<file path="src/rtl/ws2812_frame_tx.sv">
// ---------------------------------------------------------------------------
// ws2812_frame_tx
//
// Serialises one frame of NUM_LED 24-bit pixels onto a WS2812-style single
// wire LED data line. A start request in IDLE snapshots the whole pixel bus,
// the pixels are then sent pixel 0 first, each word MSB first, using
// pulse-width coding (T0H / T1H high cycles out of T_BIT), followed by a
// T_RES-cycle low latch gap and a one-cycle done pulse.
//
// Ports:
//   sys_clk        system clock
//   sys_rst        synchronous active-high reset
//   start          frame request, only honoured in IDLE
//   pic_flattened  pixel i at bits [(i+1)*24-1 : i*24]
//   busy           high while a frame or its latch gap is in progress
//   done           one-cycle pulse in the first IDLE cycle after the gap
//   led_dout       registered serial data line
// ---------------------------------------------------------------------------
module ws2812_frame_tx #(
    parameter int NUM_LED = 64,
    parameter int T_BIT   = 60,
    parameter int T0H     = 15,
    parameter int T1H     = 45,
    parameter int T_RES   = 15000
) (
    input  logic                   sys_clk,
    input  logic                   sys_rst,
    input  logic                   start,
    input  logic [24*NUM_LED-1:0]  pic_flattened,
    output logic                   busy,
    output logic                   done,
    output logic                   led_dout
);

    localparam int LW = (NUM_LED > 1) ? $clog2(NUM_LED) : 1;
    localparam int CW = $clog2(T_BIT);
    localparam int BW = 5;
    localparam int RW = (T_RES > 1) ? $clog2(T_RES) : 1;

    localparam logic [CW-1:0] CYC_LAST = CW'(T_BIT - 1);
    localparam logic [CW-1:0] T0H_C    = CW'(T0H);
    localparam logic [CW-1:0] T1H_C    = CW'(T1H);
    localparam logic [BW-1:0] BIT_LAST = 5'd23;
    localparam logic [LW-1:0] LED_LAST = LW'(NUM_LED - 1);
    localparam logic [RW-1:0] RES_LAST = RW'(T_RES - 1);

    typedef enum logic [1:0] {
        ST_IDLE  = 2'd0,
        ST_SEND  = 2'd1,
        ST_LATCH = 2'd2
    } state_t;

    state_t                    state_r, state_s;
    logic [LW-1:0]             cnt_led_r, cnt_led_s;
    logic [BW-1:0]             cnt_bit_r, cnt_bit_s;
    logic [CW-1:0]             cnt_cyc_r, cnt_cyc_s;
    logic [RW-1:0]             cnt_res_r, cnt_res_s;
    logic [NUM_LED-1:0][23:0]  shadow_r;
    logic [NUM_LED-1:0][23:0]  pic_s;
    logic                      shadow_load_s;
    logic                      nbit_s;
    logic                      led_s;
    logic                      busy_s;
    logic                      done_s;
    logic                      led_dout_r;
    logic                      busy_r;
    logic                      done_r;

    // Pixel-indexed view of the flat input bus.
    assign pic_s = pic_flattened;

    // Next-state, counter and output decode; outputs are computed for the
    // next cycle so that the registered line matches the counters it follows.
    always_comb begin
        state_s       = state_r;
        cnt_led_s     = cnt_led_r;
        cnt_bit_s     = cnt_bit_r;
        cnt_cyc_s     = cnt_cyc_r;
        cnt_res_s     = cnt_res_r;
        shadow_load_s = 1'b0;
        nbit_s        = 1'b0;
        busy_s        = 1'b0;
        done_s        = 1'b0;
        led_s         = 1'b0;

        case (state_r)
            ST_IDLE: begin
                if (start) begin
                    state_s       = ST_SEND;
                    cnt_led_s     = '0;
                    cnt_bit_s     = '0;
                    cnt_cyc_s     = '0;
                    shadow_load_s = 1'b1;
                    busy_s        = 1'b1;
                    // Shadow is loaded on this same edge, so take the first
                    // bit straight from the bus.
                    nbit_s        = pic_s[0][23];
                end else begin
                    state_s = ST_IDLE;
                end
            end
            ST_SEND: begin
                busy_s = 1'b1;
                if (cnt_cyc_r == CYC_LAST) begin
                    cnt_cyc_s = '0;
                    if (cnt_bit_r == BIT_LAST) begin
                        cnt_bit_s = '0;
                        if (cnt_led_r == LED_LAST) begin
                            state_s   = ST_LATCH;
                            cnt_led_s = '0;
                            cnt_res_s = '0;
                        end else begin
                            cnt_led_s = cnt_led_r + LW'(1);
                        end
                    end else begin
                        cnt_bit_s = cnt_bit_r + BW'(1);
                    end
                end else begin
                    cnt_cyc_s = cnt_cyc_r + CW'(1);
                end
                nbit_s = shadow_r[cnt_led_s][BIT_LAST - cnt_bit_s];
            end
            ST_LATCH: begin
                busy_s = 1'b1;
                if (cnt_res_r == RES_LAST) begin
                    state_s   = ST_IDLE;
                    cnt_res_s = '0;
                    busy_s    = 1'b0;
                    done_s    = 1'b1;
                end else begin
                    cnt_res_s = cnt_res_r + RW'(1);
                end
            end
            default: begin
                state_s = ST_IDLE;
            end
        endcase

        // High phase of the bit occupies the first T0H/T1H cycles of its slot.
        if (state_s == ST_SEND) begin
            led_s = (cnt_cyc_s < (nbit_s ? T1H_C : T0H_C));
        end else begin
            led_s = 1'b0;
        end
    end

    // State, counters, frame snapshot and registered outputs.
    always_ff @(posedge sys_clk) begin
        if (sys_rst) begin
            state_r    <= ST_IDLE;
            cnt_led_r  <= '0;
            cnt_bit_r  <= '0;
            cnt_cyc_r  <= '0;
            cnt_res_r  <= '0;
            shadow_r   <= '0;
            led_dout_r <= 1'b0;
            busy_r     <= 1'b0;
            done_r     <= 1'b0;
        end else begin
            state_r    <= state_s;
            cnt_led_r  <= cnt_led_s;
            cnt_bit_r  <= cnt_bit_s;
            cnt_cyc_r  <= cnt_cyc_s;
            cnt_res_r  <= cnt_res_s;
            led_dout_r <= led_s;
            busy_r     <= busy_s;
            done_r     <= done_s;
            if (shadow_load_s) begin
                shadow_r <= pic_s;
            end
        end
    end

    assign led_dout = led_dout_r;
    assign busy     = busy_r;
    assign done     = done_r;

endmodule

</file>
<file path="config.mk">
export PLATFORM = sky130hd
export DESIGN_NAME = ws2812_frame_tx
export DESIGN_NICKNAME = d
export VERILOG_FILES = /design/src/rtl/ws2812_frame_tx.sv
export SDC_FILE = /design/constraint.sdc
export NUM_CORES = 2
export LEC_CHECK = 0
export ABC_AREA = 0
export ABC_CLOCK_PERIOD_IN_PS = 12400
export CORE_AREA = 3 3 593 595
export CTS_BUF_LIST = sky130_fd_sc_hd__clkbuf_2 sky130_fd_sc_hd__clkbuf_4 sky130_fd_sc_hd__clkbuf_8
export DETAILED_ROUTE_END_ITERATION = 12
export DIE_AREA = 0 0 596 598
export SYNTH_ARGS = -nofsm -noshare
export SYNTH_HDL_FRONTEND = slang
export SYNTH_SLANG_ARGS = --single-unit
</file>
<file path="constraint.sdc">
create_clock -name sys_clk -period 12.4 [get_ports sys_clk]
set_input_delay 1.24 -clock sys_clk [delete_from_list [all_inputs] [get_ports sys_clk]]
set_output_delay 1.24 -clock sys_clk [all_outputs]
set_load 0.01 [all_outputs]
</file>
==> impl_metrics.json <==
{
  "yosysWarnings": 0,
  "ir_worst_vdd_uv": 82.1,
  "port-buffer-count": 1541,
  "die_area_sq_um": 356000,
  "setup_tns_ns": 0,
  "tightest_slew_ns": 1.50,
  "clockBufferDepth": 4,
  "rows": 216,
  "leakage_nw": 34.8,
  "synthCells": 9488,
  "path_cells": "ha_1 -> inv_1 -> o41ai_2 -> nand2_4 -> buf_12 -> nor2_4 -> buf_4 -> a32oi_1 -> and4_1 -> nor4_1 -> a41o_1 -> a31oi_1 -> o31a_1 -> a32o_1 -> ha_1 -> a21oi_1 -> o31ai_1 -> nand2_1 -> and3b_1",
  "multiInputGateArea_sq_um": 33900,
  "fp.coreArea_sq_um": 346000,
  "crit_fanout": 102,
  "chipWidth_microns": 596,
  "met2_usage_pct": 45.0,
  "slowest_stage": "nor4_1",
  "dpl_cell_area_sq_um": 87800,
  "gr-usage-all-layers_pct": 28.8,
  "fp.dieH_microns": 598,
  "violations": "max-capacitance violations, max-slew violations",
  "register_area_sq_um": 31500,
  "worstPathRequired_ns": 13.34,
  "drt-pass1-iter-count": 7,
  "routed_via_density": 4.96,
  "drt-total-wl_microns": 539000,
  "fin_hold_ws_ns": 0.451,
  "vias": 77700,
  "postLayoutCoreUtil_pct": 27.4,
  "grt_pass1_vias": 73000,
  "ant_nets": 0,
  "ios": 1542,
  "cts_resized": 0,
  "busiest_layer": "met2",
  "max-slew-margin-rel_pct": -1.63,
  "area_growth_syn_to_layout_pct": 39.4,
  "min_path_cells": 2,
  "synth.yosys.seq_area_share_pct": 46.2,
  "htreeDepth": 5,
  "grt-ovfl-total": 0,
  "path_common_cell": "ha_1",
  "layout-drive-gt1-share_pct": 7.21,
  "routabilityCongestion": 0.950,
  "antenna_found_initial": 398,
  "insertion_delay_ns": 1.11,
  "syn_avg_cell_area_sq_um": 7.18,
  "cts_tree": "built",
  "syn_nets": 11000,
  "finClkSkew_ns": 0.0682,
  "cts_hold_repair.buffers": 0,
  "fin_nets": 12200,
  "dp_hpwl_microns": 416000,
  "cp-end-kind": "flip-flop",
  "cp.arrival_ns": 8.66,
  "ys.flop_type": "dfxtp_1",
  "yosysMostFrequentCell": "nand2_1",
  "cts_setup_buffers": 0,
  "drc": 0,
  "rr_worst_depth": 19,
  "syn_area_sq_um": 68100,
  "initialDrtViolationCount": 8325,
  "synth_top_area_cell": "dfxtp_1",
  "criticalPathCategory": "flip-flop to flip-flop",
  "synth_edf_count": 0,
  "rsz0062_at_grt": "no",
  "start_util_pct": 19.7,
  "cts_buffers": 315,
  "async_reset_ff_share_pct": 0,
  "power_mw": 13.1,
  "min_path_type": "flip-flop to flip-flop",
  "fill_cells": 38500,
  "finalCriticalPeriod_ns": 7.72,
  "fmax_ghz": 0.129,
  "grt_max_degree": 198,
  "crit_path_start_kind": "flip-flop",
  "path_clk_slew_ns": 0.06,
  "maxCapViolations": 1,
  "fin_area_sq_um": 95000,
  "ys_top_cells_by_count": "4,099 x nand2_1, 1,685 x a21oi_1, 1,572 x dfxtp_1",
  "synth_top_area_share_pct": 46.2,
  "outcome": "complete, but fails checks",
  "synthTopCellsByArea": "dfxtp_1 46%, nand2_1 23%, a21oi_1 12%",
  "drv_slew": 2,
  "clock-root-buffer": "clkbuf_8",
  "ys_types": 86,
  "p_per_area_nw_per_um2": 138,
  "cts_sinks": 1572,
  "fin_crit_sh_pct": 62.3,
  "grt_use_met1_pct": 36.6,
  "synth-seq-cells": 1572,
  "grt_pass1_wl_microns": 692000,
  "post_drt_wl_per_cell_microns": 34.4,
  "grt_util_met3_pct": 7.73,
  "cpPeakStageDelay_ns": 0.82,
  "finalHoldViolations": 0,
  "setup_viol": 0
}
## per-layer routing
metal	share of wire, %	wire [microns]
met4	5.0	27200
met2	44	239000
met1	42	225000
met5	0.22	1160
met3	8.7	46900
## final timing paths
kind | from | endpoint | slack, ns
max | cnt_led_r[0]$_SDFFE_PP0P_ | led_dout$_SDFF_PP0_ | 4.68
min | shadow_r[50]$_SDFFE_PP0P_ | shadow_r[50]$_SDFFE_PP0P_ | 0.45
max reg2reg | cnt_led_r[0]$_SDFFE_PP0P_ | led_dout$_SDFF_PP0_ | 4.68
min reg2reg | shadow_r[50]$_SDFFE_PP0P_ | shadow_r[50]$_SDFFE_PP0P_ | 0.45
## area by class of cell
| type | count | area share (%) |
|---|---|---|
| Timing Repair Buffer | 1665 | 17.6 |
| Clock inverter | 58 | 0.599 |
| Clock buffer | 492 | 6.58 |
| Antenna cell | 156 | 0.411 |
| Tap cell | 4578 | 6.03 |
| Sequential cell | 1572 | 33.1 |
| Inverter | 9 | 0.0356 |
| Multi-Input combinational cell | 7130 | 35.7 |
## flip-flops by register name, summed over array words and instances, names as in the netlist
name,cells
busy,1
cnt_bit_r,5
cnt_cyc_r,6
cnt_led_r,6
cnt_res_r,14
done,1
led_dout,1
shadow_r,1536
state_r,2
## layout by cell type (no fill, tap or decap), types with 17 or more instances in the layout
cell type        netlist  layout
o22ai_1               24      24
buf_4                 21      99
o21ai_0               55      51
a22oi_1               64      64
mux2i_1              205     199
nand2_1             4099    4093
a211oi_1              34      31
nand3_1              330     330
clkinv_2               0      28
clkdlybuf4s50_1        0    1540
diode_2                0     156
a32oi_1               59      59
buf_12                 0      24
clkbuf_4               0      84
o21ai_1               14      18
a31oi_1              124     123
nor2_1               101      71
mux4_2                27      27
nor2_4                 0      19
and3_1                50      50
nand4_1               50      50
a21oi_1             1685    1684
dfxtp_1             1572    1572
a311oi_1              18      17
clkbuf_8               0     408
## cell families (layout without fill, tap and decap cells)
group                    after synthesis  in the layout  synth area share [%]
AND/OR/NAND/NOR                     4699           4699                  27.3
adder cells (fa/ha/maj)                6              6                 0.110
buffers and inverters                786           2224                  4.70
multiplexers                         239            239                  4.02
XOR/XNOR                               7              7                 0.101
other                                  0            156                     0
AO/OA/AOI/OAI                       2179           2179                  17.6
flip-flops                          1572           1572                  46.2
## power by group
group	leakage, nW	internal (mW)	switching, mW
Clock	3.61	3.30	2.67
Combinational	18.3	0.693	0.869
Sequential	12.9	5.34	0.243
## worst max-delay path: cells and delay by family (launching register included)
kind | cells | cell delay, ns
flip-flops | 1 | 0.76
adder cells (fa/ha/maj) | 2 | 0.75
AND/OR/NAND/NOR | 6 | 2.70
buffers and inverters | 3 | 1.21
AO/OA/AOI/OAI | 8 | 1.90
## through the flow
step / worst slack (ns) / instances
finish: 4.68 / 15700
detailed placement: 4.53 / 15000
global route: 4.32 / 15600
global placement: 4.58 / 15000
floorplan: 8.14 / 9488
CTS: 4.47 / 15500
Power figures use the tool's default switching activity.
